### src/rtl/id_alu_issue.sv
// RV32I integer decode/issue stage: decodes OP, OP-IMM, LUI and AUIPC into ALU operands
// behind a one-entry valid/ready output register. Define ALU_FWD_EN to enable EX-result operand forwarding.

`ifndef DWIDTH
`define DWIDTH 32
`endif
`ifndef ALU_FN_LEN
`define ALU_FN_LEN 4
`endif
`ifndef ALU_ADD
`define ALU_ADD  4'd0
`define ALU_SUB  4'd1
`define ALU_SLL  4'd2
`define ALU_SLT  4'd3
`define ALU_SLTU 4'd4
`define ALU_XOR  4'd5
`define ALU_SRL  4'd6
`define ALU_SRA  4'd7
`define ALU_OR   4'd8
`define ALU_AND  4'd9
`endif

module id_alu_issue (
    input  logic                   clk,
    input  logic                   reset,
    input  logic                   in_valid,
    output logic                   in_ready,
    input  logic [31:0]            in_inst,
    input  logic [`DWIDTH-1:0]     in_pc,
    input  logic [`DWIDTH-1:0]     rs1_data,
    input  logic [`DWIDTH-1:0]     rs2_data,
    input  logic                   fwd_valid,
    input  logic [4:0]             fwd_rd,
    input  logic [`DWIDTH-1:0]     fwd_data,
    input  logic                   flush,
    output logic                   out_valid,
    input  logic                   out_ready,
    output logic [`DWIDTH-1:0]     oper1,
    output logic [`DWIDTH-1:0]     oper2,
    output logic [`ALU_FN_LEN-1:0] alu_fn,
    output logic [4:0]             out_rd,
    output logic                   out_we,
    output logic                   out_illegal
);
    localparam int DW = `DWIDTH;
    localparam int FNL = `ALU_FN_LEN;

    logic           valid_q;
    logic [DW-1:0]  oper1_q, oper1_d;
    logic [DW-1:0]  oper2_q, oper2_d;
    logic [FNL-1:0] fn_q, fn_d;
    logic [4:0]     rd_q;
    logic           we_q, we_d;
    logic           ill_q;
    logic           legal_d;
    logic           accept;
    logic [DW-1:0]  rs1_val, rs2_val;

    logic [6:0] opcode, funct7;
    logic [2:0] funct3;
    logic [4:0] rd_idx;
    logic [DW-1:0] imm_i, imm_u;

    assign opcode = in_inst[6:0];
    assign funct3 = in_inst[14:12];
    assign funct7 = in_inst[31:25];
    assign rd_idx = in_inst[11:7];
    assign imm_i  = DW'($signed(in_inst[31:20]));
    assign imm_u  = DW'($signed({in_inst[31:12], 12'b0}));

    assign in_ready = !valid_q || out_ready;
    assign accept   = in_valid && in_ready;

`ifdef ALU_FWD_EN
    assign rs1_val = (fwd_valid && fwd_rd != 5'd0 && fwd_rd == in_inst[19:15]) ? fwd_data : rs1_data;
    assign rs2_val = (fwd_valid && fwd_rd != 5'd0 && fwd_rd == in_inst[24:20]) ? fwd_data : rs2_data;
`else
    logic unused_fwd;
    assign unused_fwd = ^{fwd_valid, fwd_rd, fwd_data};
    assign rs1_val = rs1_data;
    assign rs2_val = rs2_data;
`endif

    // funct3 -> ALU op; alt selects SUB/SRA where funct3 has a second form.
    function automatic logic [FNL-1:0] f3_fn(input logic [2:0] f3, input logic alt);
        case (f3)
            3'b000:  f3_fn = alt ? `ALU_SUB : `ALU_ADD;
            3'b001:  f3_fn = `ALU_SLL;
            3'b010:  f3_fn = `ALU_SLT;
            3'b011:  f3_fn = `ALU_SLTU;
            3'b100:  f3_fn = `ALU_XOR;
            3'b101:  f3_fn = alt ? `ALU_SRA : `ALU_SRL;
            3'b110:  f3_fn = `ALU_OR;
            default: f3_fn = `ALU_AND;
        endcase
    endfunction

    always_comb begin
        oper1_d = '0;
        oper2_d = '0;
        fn_d    = `ALU_ADD;
        legal_d = 1'b0;
        case (opcode)
            7'b0110011: begin
                oper1_d = rs1_val;
                oper2_d = rs2_val;
                fn_d    = f3_fn(funct3, funct7 == 7'b0100000);
                if (funct3 == 3'b000 || funct3 == 3'b101)
                    legal_d = (funct7 == 7'b0000000) || (funct7 == 7'b0100000);
                else
                    legal_d = (funct7 == 7'b0000000);
            end
            7'b0010011: begin
                oper1_d = rs1_val;
                oper2_d = imm_i;
                fn_d    = f3_fn(funct3, (funct3 == 3'b101) && (funct7 == 7'b0100000));
                if (funct3 == 3'b001)
                    legal_d = (funct7 == 7'b0000000);
                else if (funct3 == 3'b101)
                    legal_d = (funct7 == 7'b0000000) || (funct7 == 7'b0100000);
                else
                    legal_d = 1'b1;
            end
            7'b0110111: begin
                oper2_d = imm_u;
                legal_d = 1'b1;
            end
            7'b0010111: begin
                oper1_d = in_pc;
                oper2_d = imm_u;
                legal_d = 1'b1;
            end
            default: legal_d = 1'b0;
        endcase
        // Illegal entries still flow downstream, but as an inert ADD 0,0 with no writeback.
        if (!legal_d) begin
            oper1_d = '0;
            oper2_d = '0;
            fn_d    = `ALU_ADD;
        end
        we_d = legal_d && (rd_idx != 5'd0);
    end

    always_ff @(posedge clk) begin
        if (reset) begin
            valid_q <= 1'b0;
            oper1_q <= '0;
            oper2_q <= '0;
            fn_q    <= `ALU_ADD;
            rd_q    <= '0;
            we_q    <= 1'b0;
            ill_q   <= 1'b0;
        end else if (flush) begin
            valid_q <= 1'b0;
        end else if (accept) begin
            valid_q <= 1'b1;
            oper1_q <= oper1_d;
            oper2_q <= oper2_d;
            fn_q    <= fn_d;
            rd_q    <= rd_idx;
            we_q    <= we_d;
            ill_q   <= !legal_d;
        end else if (out_ready) begin
            valid_q <= 1'b0;
        end
    end

    assign out_valid   = valid_q;
    assign oper1       = oper1_q;
    assign oper2       = oper2_q;
    assign alu_fn      = fn_q;
    assign out_rd      = rd_q;
    assign out_we      = we_q;
    assign out_illegal = ill_q;
endmodule

### config.mk
export PLATFORM = sky130hd
export DESIGN_NAME = id_alu_issue
export DESIGN_NICKNAME = d
export VERILOG_FILES = /design/src/rtl/id_alu_issue.sv
export SDC_FILE = /design/constraint.sdc
export NUM_CORES = 1
export LEC_CHECK = 0
export ABC_AREA = 1
export CAP_MARGIN = 25
export CELL_PAD_IN_SITES_DETAIL_PLACEMENT = 0
export CELL_PAD_IN_SITES_GLOBAL_PLACEMENT = 1
export CORE_MARGIN = 8
export CORE_UTILIZATION = 26
export DETAILED_ROUTE_END_ITERATION = 8
export GPL_ROUTABILITY_DRIVEN = 0
export MAX_ROUTING_LAYER = met4
export PLACE_DENSITY_LB_ADDON = 0.1
export SETUP_SLACK_MARGIN = 0.02
export SLEW_MARGIN = 20
export SYNTH_ARGS = -nofsm -noshare
export SYNTH_HDL_FRONTEND = slang
export SYNTH_SLANG_ARGS = --single-unit
export TNS_END_PERCENT = 20
### constraint.sdc
create_clock -name clk -period 2.7 [get_ports clk]
set_clock_uncertainty 0.05 [all_clocks]
set_input_delay 0.27 -clock clk [delete_from_list [all_inputs] [get_ports clk]]
set_output_delay 0.27 -clock clk [all_outputs]
set_load 0.05 [all_outputs]
Word level (Yosys, flattened, before mapping)
Index checks and enable logic that the tools add are counted.
- reduce and logical (&&, ||, !) cells: 16
- eq/ne operators: 11
- multiplexer cells: 18
- bitwise gates (word level): 1
- operators with widths (operator ; count):
    32-bit case mux with 3 select lines ; 1
    32-bit two-way mux ; 2
    32-bit case mux with 2 select lines ; 1
    4-bit case mux with 7 select lines ; 2
    7-bit by 6-bit == test with 1-bit output, second input constant ; 3
    7-bit by 5-bit == test with 1-bit output, second input constant ; 2
    3-bit == test, second input constant ; 3
    1-bit two-way mux ; 9
    4-bit case mux with 2 select lines ; 1
    7-bit logical NOT ; 1
    3-bit by 2-bit == test with 1-bit output, second input constant ; 2
    2-bit OR reduction ; 3
    5-bit nonzero test ; 1
    4-bit two-way mux ; 1
    3-bit by 1-bit == test with 1-bit output, second input constant ; 1
    1-bit logical AND ; 3
    3-bit logical NOT ; 1
    1-bit logical OR ; 3
    1-bit case mux with 3 select lines ; 1
    1-bit logical NOT ; 2
    2-bit AND reduction ; 1
    2-bit nonzero test ; 1
    1-bit NOT ; 1
- output and inout bits: 77
- flip-flop bits (word level): 76
- word-level logic and storage cells: 53
- bits of input ports: 171

Depth between registers and ports, before layout
- word-level depth: 6
- gate-level depth with buffers: 12

Worst setup path after synthesis
No wires, ideal clock.
- path kind: register to register
- start: reg valid_q, in the netlist out_valid
- end: reg rd_q[0], in the netlist out_rd[0]
- cell stages (with the launch flop): 9
- setup time: 0.116 ns
- required time: 2.534 ns
- path slack: 0.967 ns
- path buffers: 3
- arrival: 1.566 ns
- path through: dfxtp_1 inv_1 nor2_1 nor3_4 buf_4 buf_6 buf_2 o21ai_0 nor2_1
- word-level cells in the longest chain between the ends: 4
- RTL lines (element ; line ; text):
    from (decl) ; 48 ; logic valid_q;
    from (signal assigned) ; 146 ; valid_q <= 1'b0;
    from (signal assigned) ; 154 ; valid_q <= 1'b0;
    from (signal assigned) ; 156 ; valid_q <= 1'b1;
    1-bit logical NOT ; 71 ; assign in_ready = !valid_q || out_ready;
    1-bit logical OR ; 71 ;
    1-bit logical AND ; 72 ; assign accept = in_valid && in_ready;
    2-bit AND reduction (no line) ; n/a ;
    to (signal assigned) ; 160 ; rd_q <= rd_idx;
    to (decl) ; 52 ; logic [4:0] rd_q;
No other way between the ends.
A chain may end at the register's enable or synchronous reset.

Worst setup path after layout
- start: reg valid_q, in the netlist out_valid
- end: out in_ready
- word-level cells in the longest chain between the ends: 2
- RTL lines (element ; line ; text):
    1-bit logical NOT ; 71 ;
    1-bit logical OR ; 71 ;
    to (decl) ; 27 ; output logic in_ready,
No other way between the ends.

==> results.cfg <==
[clocking]
ctsHoldBuffers = 0
cts.sinks = 76
clk_pin_slew_ns = 0.06
cts_setup_buffers = 0
cts_root_buf = clkbuf_16
cts_tree = built
worstSkewPairLatency_ns = 0.33
cts_resized = 0
cts_buffers = 9
htree_levels = 3
clockBufferDepth = 2

[power]
ir_drop_mv = 0.249
switching_share = 0.259
power_mw = 3.12
seqPwrFrac = 0.374
p_comb_frac = 0.189
p_clk_frac = 0.437
p_int_mw = 2.32
cellPowerDensity_mw_per_mm2 = 467
power_switching_mw = 0.809
p_leak_nw = 2.73

[sta]
tns_ns = 0
timing.fmax_ghz = 0.488
tightest_slew_ns = 0.575
maxSlewViolCount = 0
setup_viol = 0
grt_setup_unrepaired = no
hold_violations = 0
fin_crit_sh = 0.759
slew_headroom = 0.616
min_period_ns = 2.05

[critical_path]
cp_max_fo = 2
end_kind = output pin
timing.rr.start = out_valid
cp.arrival_ns = 1.73
startpoint_type = flip-flop
required_ns = 2.38
reg2reg_setup_slack_ns = 0.94
r2r_cells = 8
path_class = flip-flop to output pin
cp_slowest_cell = clkdlybuf4s50_1
r2r_end = oper2[0]
slowest_delay_ns = 0.72
cpMostUsedCell = inv_1
path_cells = inv_1 > nor2_1 > inv_1 > clkdlybuf4s50_1

[yosys]
syn_area_per_cell_sq_um = 6.49
synth_top_cell_by_area = dfxtp_1
synth_top_area_share = 0.369
syn_area_sq_mm = 0.00412
synth_warnings = 0
syn_nets = 806
synthCells = 635
synth_cell_types = 29
ys_seq_area_frac = 0.369
synth.area.top_cells = dfxtp_1 (37%), nand2_1 (14%), nand3_1 (9.1%)
synth-seq-cells = 76

[floorplanning]
rows = 46
start_util = 0.262
die_w_microns = 142
core_sq_mm = 0.0157
die_y_microns = 142
num_io_pins = 248
die-area_sq_mm = 0.0201

[min_path]
min_path_type = input pin to flip-flop
hold_end = oper1[9]
worstHoldStart = reset
whs_path_depth = 2

[placed_design]
numPortBuffers = 209
dp_hpwl_microns = 11900

[grt]
grt_max_degree = 60
track_usage = 0.164
antenna_found_initial = 0
met1_usage = 0.190
grt_pass1_wl_microns = 25600
busiest_layer = met2
grt_pass1_vias = 4823
grt_use_met2 = 0.269
met3_usage = 0.0504
grt_overflow = 0

[drt]
detail_route.vias_per_cell = 4.42
drcViolationCount = 0
vias = 4634
drt_iter0_drc = 275
wl_per_cell_microns = 15.4
postRouteAntennaNets = 0
drt-pass1-iter-count = 4
drt-total-wl_microns = 16100

[final_layout]
multi_input_area_sq_mm = 0.00204
seqCellArea_sq_mm = 0.00152
layout_commonest_cell = clkdlybuf4s50_1
antennaDiodeCount = 0
fill_cells = 1629
drive_above_1_share = 0.0781
layout_common_cells = clkdlybuf4s50_1 (208), nand2_1 (151), inv_1 (79), nor2_1 (76), dfxtp_1 (76)
nets = 998
syn2layout_area_growth_pct = 62.3

[run_status]
status = finished, final reports clean

[flow_run]
maxCapViolations = 0
-- worst max-delay path by stage --
stage	startpoint	endpoint	slack (ns)
after floorplan	out_valid	out_rd[0]	0.97
after global placement	in_inst[1]	oper1[6]	0.46
after detailed placement	in_inst[0]	oper1[6]	0.40
after CTS	out_valid	in_ready	0.64
after global routing	in_inst[3]	oper1[6]	0.58
final	out_valid	in_ready	0.65
-- flip-flops by register name, summed over array words and instances (netlist names) --
name	cells
out_we	1
oper1	32
alu_fn	4
oper2	32
out_rd	5
out_valid	1
out_illegal	1
-- layer usage --
metal	part of all wire	routed length (microns)
met1	0.45	7240
met2	0.47	7570
met4	0.0079	127
met3	0.073	1180
met5	0	0
-- power by group through the flow --
| stage | logic [mW] | registers (mW) | clock network (mW) |
|---|---|---|---|
| 3_5_place_dp | 0.592 | 1.19 | 0 |
| 5_1_grt | 0.634 | 1.17 | 1.46 |
| 6_report | 0.589 | 1.17 | 1.37 |
| 2_1_floorplan | 0.173 | 1.30 | 0 |
| 4_1_cts | 0.595 | 1.17 | 1.41 |
| 3_3_place_gp | 0.590 | 1.19 | 0 |
-- critical path: cells and delay by family (launching register included) --
| family | cells | cell delay, ns |
|---|---|---|
| buffers and inverters | 3 | 0.86 |
| flip-flops | 1 | 0.33 |
| AND/OR/NAND/NOR | 1 | 0.21 |
-- synth_stat cells (all sizes together) --
cell type,count
buf,33
nor4,1
a211oi,1
a31oi,1
nand3,79
nand4,14
nand2,156
nor3,3
a21oi,41
clkbuf,8
nor2,82
o21ai,53
inv,86
dfxtp,76
nand3b,1
-- cells by family (layout without fill, tap and decap cells) --
family / after synthesis / in the layout / share of synthesized area
AO/OA/AOI/OAI: 96 / 96 / 0.127
AND/OR/NAND/NOR: 336 / 336 / 0.369
buffers and inverters: 127 / 324 / 0.136
flip-flops: 76 / 76 / 0.369
-- final cells by class --
type                       count  area share
clock inverter                 4      0.0105
tap                          216      0.0404
timing repair buffer         222       0.328
sequential                    76       0.227
multi-input combinational    432       0.305
inverter                      86      0.0483
clock buffer                  12      0.0398
-- metrics by stage --
step / hold WS [ns] / std cells / util / worst slack (ns) / cell area, sq um
final: 0.345 / 1048 / 0.426 / 0.652 / 6690
after global routing: 0.377 / 1048 / 0.426 / 0.584 / 6690
after CTS: 0.343 / 1048 / 0.426 / 0.640 / 6690
after detailed placement: 0.405 / 1032 / 0.404 / 0.404 / 6350
after global placement: 0.402 / 1032 / 0.404 / 0.458 / 6350
after floorplan: 0.298 / 635 / - / 0.967 / 4120
(Power assumes the default switching activity.)
